[config.mk]
export PLATFORM = sky130hd
export DESIGN_NAME = alu_seq_flat
export DESIGN_NICKNAME = d
export VERILOG_FILES = /design/src/rtl/alu_seq_if.sv /design/src/rtl/alu_seq.sv /design/src/flat_wrapper.sv
export SDC_FILE = /design/constraint.sdc
export NUM_CORES = 1
export LEC_CHECK = 0
export ABC_AREA = 0
export CAP_MARGIN = 0
export CORE_MARGIN = 2
export CORE_UTILIZATION = 50
export CTS_BUF_LIST = sky130_fd_sc_hd__clkbuf_8
export DETAILED_ROUTE_END_ITERATION = 8
export DONT_BUFFER_PORTS = 1
export PLACE_DENSITY = 0.64
export SETUP_SLACK_MARGIN = 0.02
export SYNTH_ARGS = -nofsm -noshare
export SYNTH_HDL_FRONTEND = slang
export SYNTH_SLANG_ARGS = --single-unit
[constraint.sdc]
create_clock -name clk -period 9.04 [get_ports clk]
set_clock_uncertainty 0.1 [all_clocks]
set_input_delay 2.712 -clock clk [delete_from_list [all_inputs] [get_ports clk]]
set_output_delay 2.712 -clock clk [all_outputs]
set_load 0.02 [all_outputs]
[src/rtl/alu_seq_if.sv]
// Handshaked operand/result bundle between the register-read stage and alu_seq.
// The master issues operations and consumes results; the slave is the ALU.
interface alu_seq_if #(
  parameter int W = 32
);
  logic         in_valid;
  logic         in_ready;
  logic [2:0]   op;
  logic [W-1:0] A;
  logic [W-1:0] B;
  logic         out_valid;
  logic         out_ready;
  logic [W-1:0] R;
  logic         cout;
  logic         overflow;
  logic         isZero;

  modport master (
    output in_valid, op, A, B, out_ready,
    input  in_ready, out_valid, R, cout, overflow, isZero
  );

  modport slave (
    input  in_valid, op, A, B, out_ready,
    output in_ready, out_valid, R, cout, overflow, isZero
  );
endinterface

[src/rtl/alu_seq.sv]
// Sequential ALU: single-cycle arithmetic/logic ops, iterative SLL and unsigned
// shift-add MUL. Results and flags are registered and held until consumed.
module alu_seq #(
  parameter  int W  = 32,
  localparam int SW = $clog2(W),
  localparam int CW = $clog2(W) + 1
) (
  input  logic       clk,
  input  logic       rst,
  alu_seq_if.slave   bus
);

  typedef enum logic [1:0] {IDLE, EXEC, DONE} state_e;

  typedef enum logic [2:0] {
    OP_ADD = 3'b000,
    OP_SUB = 3'b001,
    OP_AND = 3'b010,
    OP_OR  = 3'b011,
    OP_XOR = 3'b100,
    OP_SLT = 3'b101,
    OP_SLL = 3'b110,
    OP_MUL = 3'b111
  } op_e;

  state_e         state;
  op_e            op_q;
  logic [W-1:0]   a_q;
  logic [2*W-1:0] work;      // MUL: {partial high, multiplier/low}; SLL: low half is the shifter
  logic [CW-1:0]  cnt;
  logic           sh_ovf;

  logic [W-1:0]   r_q;
  logic           cout_q;
  logic           ovf_q;
  logic           zero_q;
  logic           out_valid_q;

  // Single-cycle datapath on the live inputs
  op_e            op_in;
  logic           sub;
  logic [W-1:0]   b_x;
  logic [W:0]     sum;
  logic           c_msb;
  logic [SW-1:0]  shamt;
  logic [W-1:0]   alu_r;
  logic           alu_c;
  logic           alu_v;

  // NOTE: every signal assigned in an always_comb gets a default first so no
  // path through the case statements can infer a latch.
  always_comb begin
    op_in = op_e'(bus.op);
    sub   = (op_in == OP_SUB);
    b_x   = bus.B ^ {W{sub}};
    sum   = {1'b0, bus.A} + {1'b0, b_x} + {{W{1'b0}}, sub};
    c_msb = bus.A[W-1] ^ b_x[W-1] ^ sum[W-1];
    shamt = bus.B[SW-1:0];
    alu_r = bus.A;
    alu_c = 1'b0;
    alu_v = 1'b0;
    case (op_in)
      OP_ADD, OP_SUB: begin
        alu_r = sum[W-1:0];
        alu_c = sum[W];
        alu_v = c_msb ^ sum[W];
      end
      OP_AND:  alu_r = bus.A & bus.B;
      OP_OR:   alu_r = bus.A | bus.B;
      OP_XOR:  alu_r = bus.A ^ bus.B;
      OP_SLT:  alu_r = {{(W-1){1'b0}}, ($signed(bus.A) < $signed(bus.B))};
      default: alu_r = bus.A;  // SLL by zero passes A through
    endcase
  end

  // One iteration of the multi-cycle ops
  logic [W:0]     mul_add;
  logic [2*W-1:0] mul_next;
  logic [W-1:0]   sll_next;
  logic           sll_ovf_next;
  logic           last;

  always_comb begin
    mul_add      = {1'b0, work[2*W-1:W]} + (work[0] ? {1'b0, a_q} : {(W+1){1'b0}});
    mul_next     = {mul_add, work[W-1:1]};
    sll_next     = {work[W-2:0], 1'b0};
    sll_ovf_next = sh_ovf | work[W-1];
    last         = (cnt == CW'(1));
  end

  // Result write: one place decides when R/flags change and with what
  logic         wr_en;
  logic [W-1:0] wr_r;
  logic         wr_c;
  logic         wr_v;

  always_comb begin
    wr_en = 1'b0;
    wr_r  = alu_r;
    wr_c  = alu_c;
    wr_v  = alu_v;
    case (state)
      IDLE: begin
        if (bus.in_valid && op_in != OP_MUL && !(op_in == OP_SLL && shamt != '0))
          wr_en = 1'b1;
      end
      EXEC: begin
        if (last) begin
          wr_en = 1'b1;
          wr_c  = 1'b0;
          if (op_q == OP_MUL) begin
            wr_r = mul_next[W-1:0];
            wr_v = |mul_next[2*W-1:W];
          end else begin
            wr_r = sll_next;
            wr_v = sll_ovf_next;
          end
        end
      end
      default: wr_en = 1'b0;
    endcase
  end

  // NOTE: sequential state uses non-blocking assignments only, so every
  // register samples pre-edge values regardless of statement order.
  always_ff @(posedge clk or posedge rst) begin
    if (rst) begin
      state       <= IDLE;
      op_q        <= OP_ADD;
      a_q         <= '0;
      work        <= '0;
      cnt         <= '0;
      sh_ovf      <= 1'b0;
      r_q         <= '0;
      cout_q      <= 1'b0;
      ovf_q       <= 1'b0;
      zero_q      <= 1'b0;
      out_valid_q <= 1'b0;
    end else begin
      if (wr_en) begin
        r_q         <= wr_r;
        cout_q      <= wr_c;
        ovf_q       <= wr_v;
        zero_q      <= (wr_r == '0);
        out_valid_q <= 1'b1;
        state       <= DONE;
      end
      case (state)
        IDLE: begin
          if (bus.in_valid) begin
            op_q   <= op_in;
            a_q    <= bus.A;
            sh_ovf <= 1'b0;
            if (op_in == OP_MUL) begin
              work  <= {{W{1'b0}}, bus.B};
              cnt   <= CW'(W);
              state <= EXEC;
            end else if (op_in == OP_SLL && shamt != '0) begin
              work  <= {{W{1'b0}}, bus.A};
              cnt   <= {1'b0, shamt};
              state <= EXEC;
            end
          end
        end
        EXEC: begin
          cnt <= cnt - CW'(1);
          if (op_q == OP_MUL) begin
            work <= mul_next;
          end else begin
            work   <= {work[2*W-1:W], sll_next};
            sh_ovf <= sll_ovf_next;
          end
        end
        DONE: begin
          if (bus.out_ready) begin
            out_valid_q <= 1'b0;
            state       <= IDLE;
          end
        end
        default: state <= IDLE;
      endcase
    end
  end

  assign bus.in_ready  = (state == IDLE);
  assign bus.out_valid = out_valid_q;
  assign bus.R         = r_q;
  assign bus.cout      = cout_q;
  assign bus.overflow  = ovf_q;
  assign bus.isZero    = zero_q;

endmodule

[src/flat_wrapper.sv]
// flat-port wrapper written by rule: the top's interface ports become plain ports
module alu_seq_flat 
#(
  parameter  int W  = 32,
  localparam int SW = $clog2(W),
  localparam int CW = $clog2(W) + 1
)
  (clk, rst, bus_in_valid, bus_op, bus_A, bus_B, bus_out_ready, bus_in_ready, bus_out_valid, bus_R, bus_cout, bus_overflow, bus_isZero);
  alu_seq_if #(.W(W)) bus_i ();
  input  logic clk;
  input  logic rst;
  input wire logic [$bits(bus_i.in_valid)-1:0] bus_in_valid;
  input wire logic [$bits(bus_i.op)-1:0] bus_op;
  input wire logic [$bits(bus_i.A)-1:0] bus_A;
  input wire logic [$bits(bus_i.B)-1:0] bus_B;
  input wire logic [$bits(bus_i.out_ready)-1:0] bus_out_ready;
  output wire logic [$bits(bus_i.in_ready)-1:0] bus_in_ready;
  output wire logic [$bits(bus_i.out_valid)-1:0] bus_out_valid;
  output wire logic [$bits(bus_i.R)-1:0] bus_R;
  output wire logic [$bits(bus_i.cout)-1:0] bus_cout;
  output wire logic [$bits(bus_i.overflow)-1:0] bus_overflow;
  output wire logic [$bits(bus_i.isZero)-1:0] bus_isZero;
  assign bus_i.in_valid = bus_in_valid;
  assign bus_i.op = bus_op;
  assign bus_i.A = bus_A;
  assign bus_i.B = bus_B;
  assign bus_i.out_ready = bus_out_ready;
  assign bus_in_ready = bus_i.in_ready;
  assign bus_out_valid = bus_i.out_valid;
  assign bus_R = bus_i.R;
  assign bus_cout = bus_i.cout;
  assign bus_overflow = bus_i.overflow;
  assign bus_isZero = bus_i.isZero;
  alu_seq #(.W(W)) u_core (.clk(clk), .rst(rst), .bus(bus_i));
endmodule
==> summary.txt, run 1 <==
Final layout
  • Multi-input gate area in the final layout: just under 10,000 sq um
  • N_diodes: 0
  • Final #Nets: a little under 2,000
  • Fillers: 2,737
  • Share of cells above drive strength 1: 7.10%
  • Syn-to-layout area delta: 4.36%
  • FF/Latch Area: 3600 sq um
  • Non-Filler Instances: about 2,100
  • Final core utilization: 53.2%

Critical path
  • Crit path capture type: flip-flop
  • Critical path launch point type: input port
  • Worst EP arrival: between 7000 and 8000 ps
  • Crit-path max FO: approximately 50
  • Data required, critical path: roughly 9300 ps
  • Critical path type: input port to flip-flop

Synthesis
  • Compound-Gate Fraction of Synth Area: between 20% and 30%
  • Post-synth top area cell: dfrtp_1
  • Syn nets: ~2,000
  • Seq/Total Area, Yosys: between 20% and 30%
  • Yosys cell types: 83
  • Synth Register Bits: 144
  • Number of synthesized flops with an enable pin: 0
  • Largest family of logic cells by synthesized area: compound AO/OA/AOI/OAI gates
  • Synthesized area per cell: approximately 8 sq um
  • Synth Instances: about 1,800
  • Yosys warns: 0
  • Mapped Area: ~14,000 sq um
  • Post-synthesis simple-gate area fraction: around 18%
  • Top FF cell, synth: dfrtp_1
  • Post-Synth Adder-Cell Area: about 15%
  • Synth top area cells: dfrtp_1 25%, ha_1 15%, nand2_1 5.7%
  • Synth Area in XOR/XNOR: under 10%
  • Post-synth top area share: between 20% and 30%
  • Mux contribution to synthesized area: about 6.7%
  • Ys async rst share: between 90% and 100%

Global routing
  • GRT Overall Usage: 30.3%
  • Largest net degree at the start of global routing: 79
  • Initial antenna violation count: 0
  • Vias in the first global route: 12,741
  • Global-route wire length before repair: ~72,000 um
  • Total grt overflow: 0

Routing
  • Initial drt markers: between 900 and 1,000
  • Residual DRC: 0
  • Via/cell ratio: 6.13
  • Routed wire per std cell: around 21 um
  • Drt pass-1 iters: 5
  • DR vias: 12,863
  • Routed WL: between 40,000 and 50,000 um
  • Routed Antenna Nets: 0

STA
  • Slew Limit Headroom: between 20% and 30%
  • Hold WS: 400 ps
  • Tmin final: roughly 7500 ps
  • Worst-Margin Slew: between 1000 and 1500 ps
  • Slew Limit Fails: 0
  • Post-route clock period utilization: a little over four fifths
  • RSZ-0062 raised after global routing: no
  • Final setup TNS: 0 ps
  • Final setup viols: 0
  • Fmax achieved: around 0.13 GHz
  • Fin. Hold Viols: 0

Die
  • Ports: ~110
  • Die span in y: approximately 170 um
  • Initial core utilization: ~51%
  • Core area: ~28,000 sq um
  • Die area: between 20,000 and 30,000 sq um
  • Row count: 61
  • Die X: approximately 170 um

Status
  • Outcome: finished, final reports clean

Clock network
  • Clock Path Buffers: 2
  • Post-CTS Setup Bufs: 0
  • CTS Root Buffer Type: clkbuf_8
  • CTS tree: yes
  • CTS buffer count: 17
  • # clock sinks: 144
  • Worst-skew pair later-pin latency: around 490 ps
  • Post_cts resized: 0
  • Hold_buf cts: 0
  • H-tree levels: 4
  • Clock transition at the registers of the reported paths: 90 ps

Power and ir drop
  • LEAKAGE: a little under 7 nW
  • Sw power: 1.72 mW
  • Clock power share: roughly 15%
  • VDD IR max: 145 uV
  • Sw frac: between 40% and 50%
  • Pwr Total: 3.56 mW
  • Pwr Density: 240 nW/um^2
  • Comb power frac: between 50% and 60%
  • P_int: around 1.8 mW
  • Seq pwr share: between 30% and 40%

Placement
  • Placed cells: between 2,000 and 2,500
  • Routability congestion estimate: around 0.96
  • Port buffer count: 0
  • HPWL Detailed: 33,400 um

Job
  • Max-cap violations: 0

Hold path
  • Hold Path Class: flip-flop to flip-flop
## cells by family (layout without fill, tap and decap cells)
family | Yosys count | count (layout)
AOI/OAI and AO/OA | 529 | 529
xor gates and xnor gates | 74 | 74
and+or+nand+nor | 555 | 555
adders and majority gates | 170 | 170
buffers and inverters | 214 | 158
DFF | 144 | 144
muxes | 89 | 89
## cell usage after synthesis (all sizes together) (19+ instances only)
| master | number |
|---|---|
| and2 | 35 |
| nand3 | 26 |
| ha | 168 |
| nor2 | 151 |
| a21oi | 138 |
| a31oi | 19 |
| a22o | 53 |
| clkbuf | 87 |
| nand2 | 215 |
| xor2 | 22 |
| mux2 | 40 |
| nand4 | 19 |
| dfrtp | 144 |
| mux2i | 48 |
| xnor2 | 52 |
| nor3 | 22 |
| inv | 109 |
| o21ai | 141 |
## power groups by stage
stage | sequential (mW) | clock (mW) | combinational [mW]
floorplan | 1.17 | 0 | 1.40
global placement | 1.26 | 0 | 1.74
detailed placement | 1.27 | 0 | 1.76
CTS | 1.25 | 0.534 | 1.77
global route | 1.29 | 0.564 | 1.99
finish | 1.25 | 0.527 | 1.78
## path summary, 6_finish.rpt
kind                            startpoint  slack (ps)  depth (start not counted)                   to
max in group asynchronous              rst        5410                          2    u_core.bus.isZero
min reg2reg                u_core.work[42]         400                          2      u_core.work[42]
min in group asynchronous              rst        2080                          1      u_core.work[39]
min                        u_core.work[42]         400                          2      u_core.work[42]
max                              bus_op[1]        1510                         14    u_core.bus.isZero
max reg2reg                 u_core.work[0]        3310                         14  u_core.bus.overflow
## final cells by class
type / count / share of cell area, %
clock buffer: 17 / 1.58
inverter: 109 / 2.79
tap: 378 / 3.19
clock inverter: 15 / 0.988
sequential: 144 / 24.3
multi-input combinational: 1417 / 66.3
timing repair buffer: 17 / 0.861
## critical path, cell delays in order
cell     delay, ps
nor2_1         830
and2_2         640
buf_4          380
xnor2_1        110
ha_1           450
nand4_1        250
or3_1          370
o31ai_1        520
a21oi_1        230
o21ai_1        230
mux2i_1        210
a22oi_1         90
or4_1          550
o31ai_1        210
## registers in the layout (all words and copies together), names as in the netlist, 2 cells and up
name and cells:
u_core.work 64, u_core.bus.R 32, u_core.a_q 32, u_core.op_q 3, u_core.state 2, u_core.cnt 6
## routing by layer
metal | vias up | track usage (%) | wire length, um
met3 | 76 | 5.34 | 2360
met1 | 6218 | 39.4 | 19900
met4 | 0 | 11.4 | 1540
met2 | 375 | 50.2 | 21000
met5 | - | 0 | 0
li1 | 6194 | - | -
## metrics by stage
| step | area, sq um | worst slack, ps |
|---|---|---|
| after floorplan | 14200 | 1510 |
| after global placement | 14400 | 1250 |
| after detailed placement | 14400 | 1120 |
| after CTS | 14800 | 1630 |
| after global routing | 14800 | 1200 |
| final | 14800 | 1510 |
## layout by cell type (no fill, tap or decap), drive strengths merged, types with 19 or more instances in the layout
master,netlist,final
a31oi,19,19
mux2,40,40
nand4,19,19
nand2,215,215
and2,35,35
nor3,22,22
xor2,22,22
xnor2,52,52
ha,168,168
mux2i,48,48
nor2,151,151
a22o,53,53
dfrtp,144,144
o21ai,141,141
nand3,26,26
a21oi,138,138
inv,109,117
No activity file was read; power rests on OpenSTA's default activity.
==> inputs of run 2 (changes only) <==
--- a/config.mk
+++ b/config.mk
@@ -12,7 +12,7 @@
 export CTS_BUF_LIST = sky130_fd_sc_hd__clkbuf_8
 export DETAILED_ROUTE_END_ITERATION = 8
 export DONT_BUFFER_PORTS = 1
-export PLACE_DENSITY = 0.64
+export PLACE_DENSITY = 0.67
 export SETUP_SLACK_MARGIN = 0.02
 export SYNTH_ARGS = -nofsm -noshare
 export SYNTH_HDL_FRONTEND = slang
==> constraint.sdc (replaced) <==
create_clock -name clk -period 6.74 [get_ports clk]
set_clock_uncertainty 0.1 [all_clocks]
set_input_delay 2.022 -clock clk [delete_from_list [all_inputs] [get_ports clk]]
set_output_delay 2.022 -clock clk [all_outputs]
set_load 0.02 [all_outputs]
==> run 2 against run 1 <==
  * Non-clock buffer count up 3
  * Hold slack worse by 1.6 ps
  * Register-to-register slack worse by 1500 ps
  * Count of clock-buffer cells in the layout up 1
  * Cell count up 0.14%
  * Worst setup slack worse by 510 ps
  * First-iteration DRC count up 22%
  * Die area unchanged
  * Combinational power up 35%
  * Critical endpoint unchanged
  * Largest cell class unchanged
  * Highest routed layer unchanged
==> summary.txt, run 2 (synthesized netlist as in run 1, its figures left out) <==
Status
  • Outcome: finished, final reports clean (unchanged)

Power and ir drop
  • LEAKAGE: 6.91 nW (was 6.87 nW)
  • VDD IR max: 253 uV (was 145 uV)
  • Clock power share: 16.3% (was 14.8%)
  • Sw power: 2.27 mW (was 1.72 mW)
  • Seq pwr share: 34.0% (was 35.2%)
  • Comb power frac: 49.7% (was 50.0%)
  • Sw frac: 46.7% (was 48.2%)
  • P_int: 2.59 mW (was 1.84 mW)
  • Pwr Density: 326 nW/um^2 (was 240 nW/um^2)

Routing
  • Initial drt markers: 1,152 (was 948)
  • Drt pass-1 iters: 7 (was 5)
  • Routed wire per std cell: 20.9 um (was 21.4 um)
  • Routed WL: 43,900 um (was 44,900 um)
  • DR vias: 12,923 (was 12,863)
  • Via/cell ratio: 6.15 (was 6.13)
  • Residual DRC: 0 (unchanged)
  • Routed Antenna Nets: 0 (unchanged)

Die
  • Die area: 29,800 sq um (unchanged)
  • Core area: 27,900 sq um (unchanged)
  • Die span in y: 173 um (unchanged)
  • Row count: 61 (unchanged)
  • Die X: 173 um (unchanged)
  • Initial core utilization: 51.0% (unchanged)
  • Ports: 108 (unchanged)

STA
  • Worst-Margin Slew: 1030 ps (was 1110 ps)
  • Post-route clock period utilization: a little under nine tenths
  • RSZ-0062 raised after global routing: no (unchanged)
  • Tmin final: ~5700 ps
  • Final setup viols: 0 (unchanged)
  • Fin. Hold Viols: 0 (unchanged)
  • Slew Limit Headroom: 30.9% (was 25.9%)
  • Fmax achieved: about 0.17 GHz
  • Final setup TNS: 0 ps (unchanged)
  • Slew Limit Fails: 0 (unchanged)

Global routing
  • Initial antenna violation count: 0 (unchanged)
  • Total grt overflow: 0 (unchanged)
  • GRT Overall Usage: 29.5% (was 30.3%)
  • Largest net degree at the start of global routing: 78 (was 79)
  • Vias in the first global route: 12,503 (was 12,741)
  • Global-route wire length before repair: 70,000 um (was 71,800 um)

Final layout
  • Largest Register: u_core.work (unchanged)
  • Final core utilization: 53.5% (was 53.2%)
  • Multi-input gate area in the final layout: 9820 sq um (about the same)
  • Max reg flops: 64 (unchanged)
  • Final #Nets: 1,950 (was 1,947)
  • FF/Latch Area: 3600 sq um (unchanged)
  • Share of cells above drive strength 1: 7.14% (was 7.10%)
  • Most frequent cells in the layout: 215 x nand2_1, 168 x ha_1, 149 x nor2_1, 144 x dfrtp_1, 134 x a21oi_1 (unchanged)
  • Design Area, Final: 14,900 sq um (was 14,800 sq um)
  • Non-Filler Instances: 2,100 (was 2,097)
  • Fillers: 2,685 (was 2,737)
  • Syn-to-layout area delta: 4.92% (was 4.36%)
  • Most common cell after layout, fill and taps aside: nand2_1 (unchanged)
  • N_diodes: 0 (unchanged)

Job
  • Max-cap violations: 0 (unchanged)

Clock network
  • # clock sinks: 144 (unchanged)
  • Post_cts resized: 0 (unchanged)
  • Post-CTS Setup Bufs: 0 (unchanged)
  • CTS tree: yes (unchanged)
  • Worst-skew pair later-pin latency: 490 ps (about the same)
  • H-tree levels: 4 (unchanged)
  • CTS Root Buffer Type: clkbuf_8 (unchanged)
  • CTS buffer count: 17 (unchanged)
  • Hold_buf cts: 0 (unchanged)
  • Clock Path Buffers: 2 (unchanged)
  • Clock transition at the registers of the reported paths: 90 ps (about the same)

Critical path
  • Critical path's largest stage delay: 770 ps (was 830 ps)
  • Worst EP arrival: 6020 ps (was 7820 ps)
  • WP buf/inv: 0 (was 1)
  • Critical path type: input port to flip-flop (unchanged)
  • Crit-path max FO: 44 (was 51)
  • Data required, critical path: 7030 ps (was 9330 ps)
  • Critical path launch point type: input port (unchanged)
  • Reg2Reg Setup Slack: 1800 ps (was 3310 ps)
  • CP max-delay cell: o21ai_1 (was nor2_1)
  • Crit-path leading delay family: compound AO/OA/AOI/OAI gates (was simple AND/OR/NAND/NOR gates)
  • Crit path capture type: flip-flop (unchanged)
  • Crit-path most repeated cell: a21oi_1 (was o31ai_1)
  • CP Cell Sequence: or4b_1 > a21boi_0 > fa_1 > nand2b_1 > a21oi_1 > o211ai_1 > o21ai_1 > nand3_1 > a21oi_1 > nand4_1 > nor3b_1 > or4_1 > o31ai_1 (was nor2_1 > and2_2 > buf_4 > xnor2_1 > ha_1 > nand4_1 > or3_1 > o31ai_1 > a21oi_1 > o21ai_1 > mux2i_1 > a22oi_1 > or4_1 > o31ai_1)

Placement
  • Routability congestion estimate: 0.950 (was 0.958)
  • Placed cell areas: 14,500 sq um (was 14,400 sq um)
  • Port buffer count: 0 (unchanged)
  • HPWL Detailed: 32,900 um (was 33,400 um)
  • Placed cells: 2,068 (was 2,065)

Hold path
  • Hold Path Class: flip-flop to flip-flop (unchanged)
[run 2: changes by cell type in the layout (fill, tap and decap cells not counted), moves of 2 or more]
| cell | previous run | this run |
|---|---|---|
| bufinv_16 | 0 | 3 |
| buf_4 | 17 | 19 |
| clkinv_8 | 2 | 0 |
| inv_6 | 6 | 4 |
[run 2: final timing paths]
check | start | end | cells after the start
hold / removal | u_core.work[42] | u_core.work[42] | 2
max in group asynchronous | rst | u_core.a_q[27] | 2
min in group asynchronous | rst | u_core.work[54] | 1
hold reg to reg | u_core.work[42] | u_core.work[42] | 2
setup / recovery | bus_op[2] | u_core.bus.isZero | 13
setup reg to reg | u_core.work[0] | u_core.bus.overflow | 13
[run 2: area by class of cell]
type / instances / share of cell area (%)
Sequential cell: 144 / 24.2
Clock buffer: 18 / 1.66
Clock inverter: 14 / 1.21
Inverter: 109 / 2.78
Tap cell: 378 / 3.17
Multi-Input combinational cell: 1417 / 65.9
Timing Repair Buffer: 20 / 1.09
[run 2: worst register-to-register path, delay by kind of cell, from the launching register on]
| family | cells | cell delay [ps] |
|---|---|---|
| buffers and inverters | 1 | 290 |
| adder cells (fa/ha/maj) | 1 | 450 |
| XOR/XNOR | 1 | 150 |
| AO/OA/AOI/OAI | 3 | 760 |
| flip-flops | 1 | 350 |
| AND/OR/NAND/NOR | 7 | 2710 |
[run 2: per-stage QoR]
stage                     hold WS [ps]  power [mW]  setup WS, ps
after CTS                          403        4.86          1130
after detailed placement           382        4.06           609
final                              399        4.86          1010
after global placement             371        4.01           734
after global routing               427        5.23           750
after floorplan                    356        3.45          93.1
[run 2: routing by layer]
metal	wire [um]	part of all wire, %	GRT usage, %	up-vias
li1	-	-	-	6208
met3	2620	6.0	4.44	98
met1	19500	44	39.4	6179
met5	0	0	0	-
met2	20000	46	47.7	438
met4	1870	4.3	12.7	0
[run 2: power by group through the flow]
stage | logic, mW | registers [mW] | clock network (mW)
final | 2.41 | 1.65 | 0.791
after CTS | 2.40 | 1.66 | 0.803
after global routing | 2.69 | 1.71 | 0.833
after global placement | 2.35 | 1.66 | 0
after detailed placement | 2.39 | 1.67 | 0
after floorplan | 1.88 | 1.57 | 0
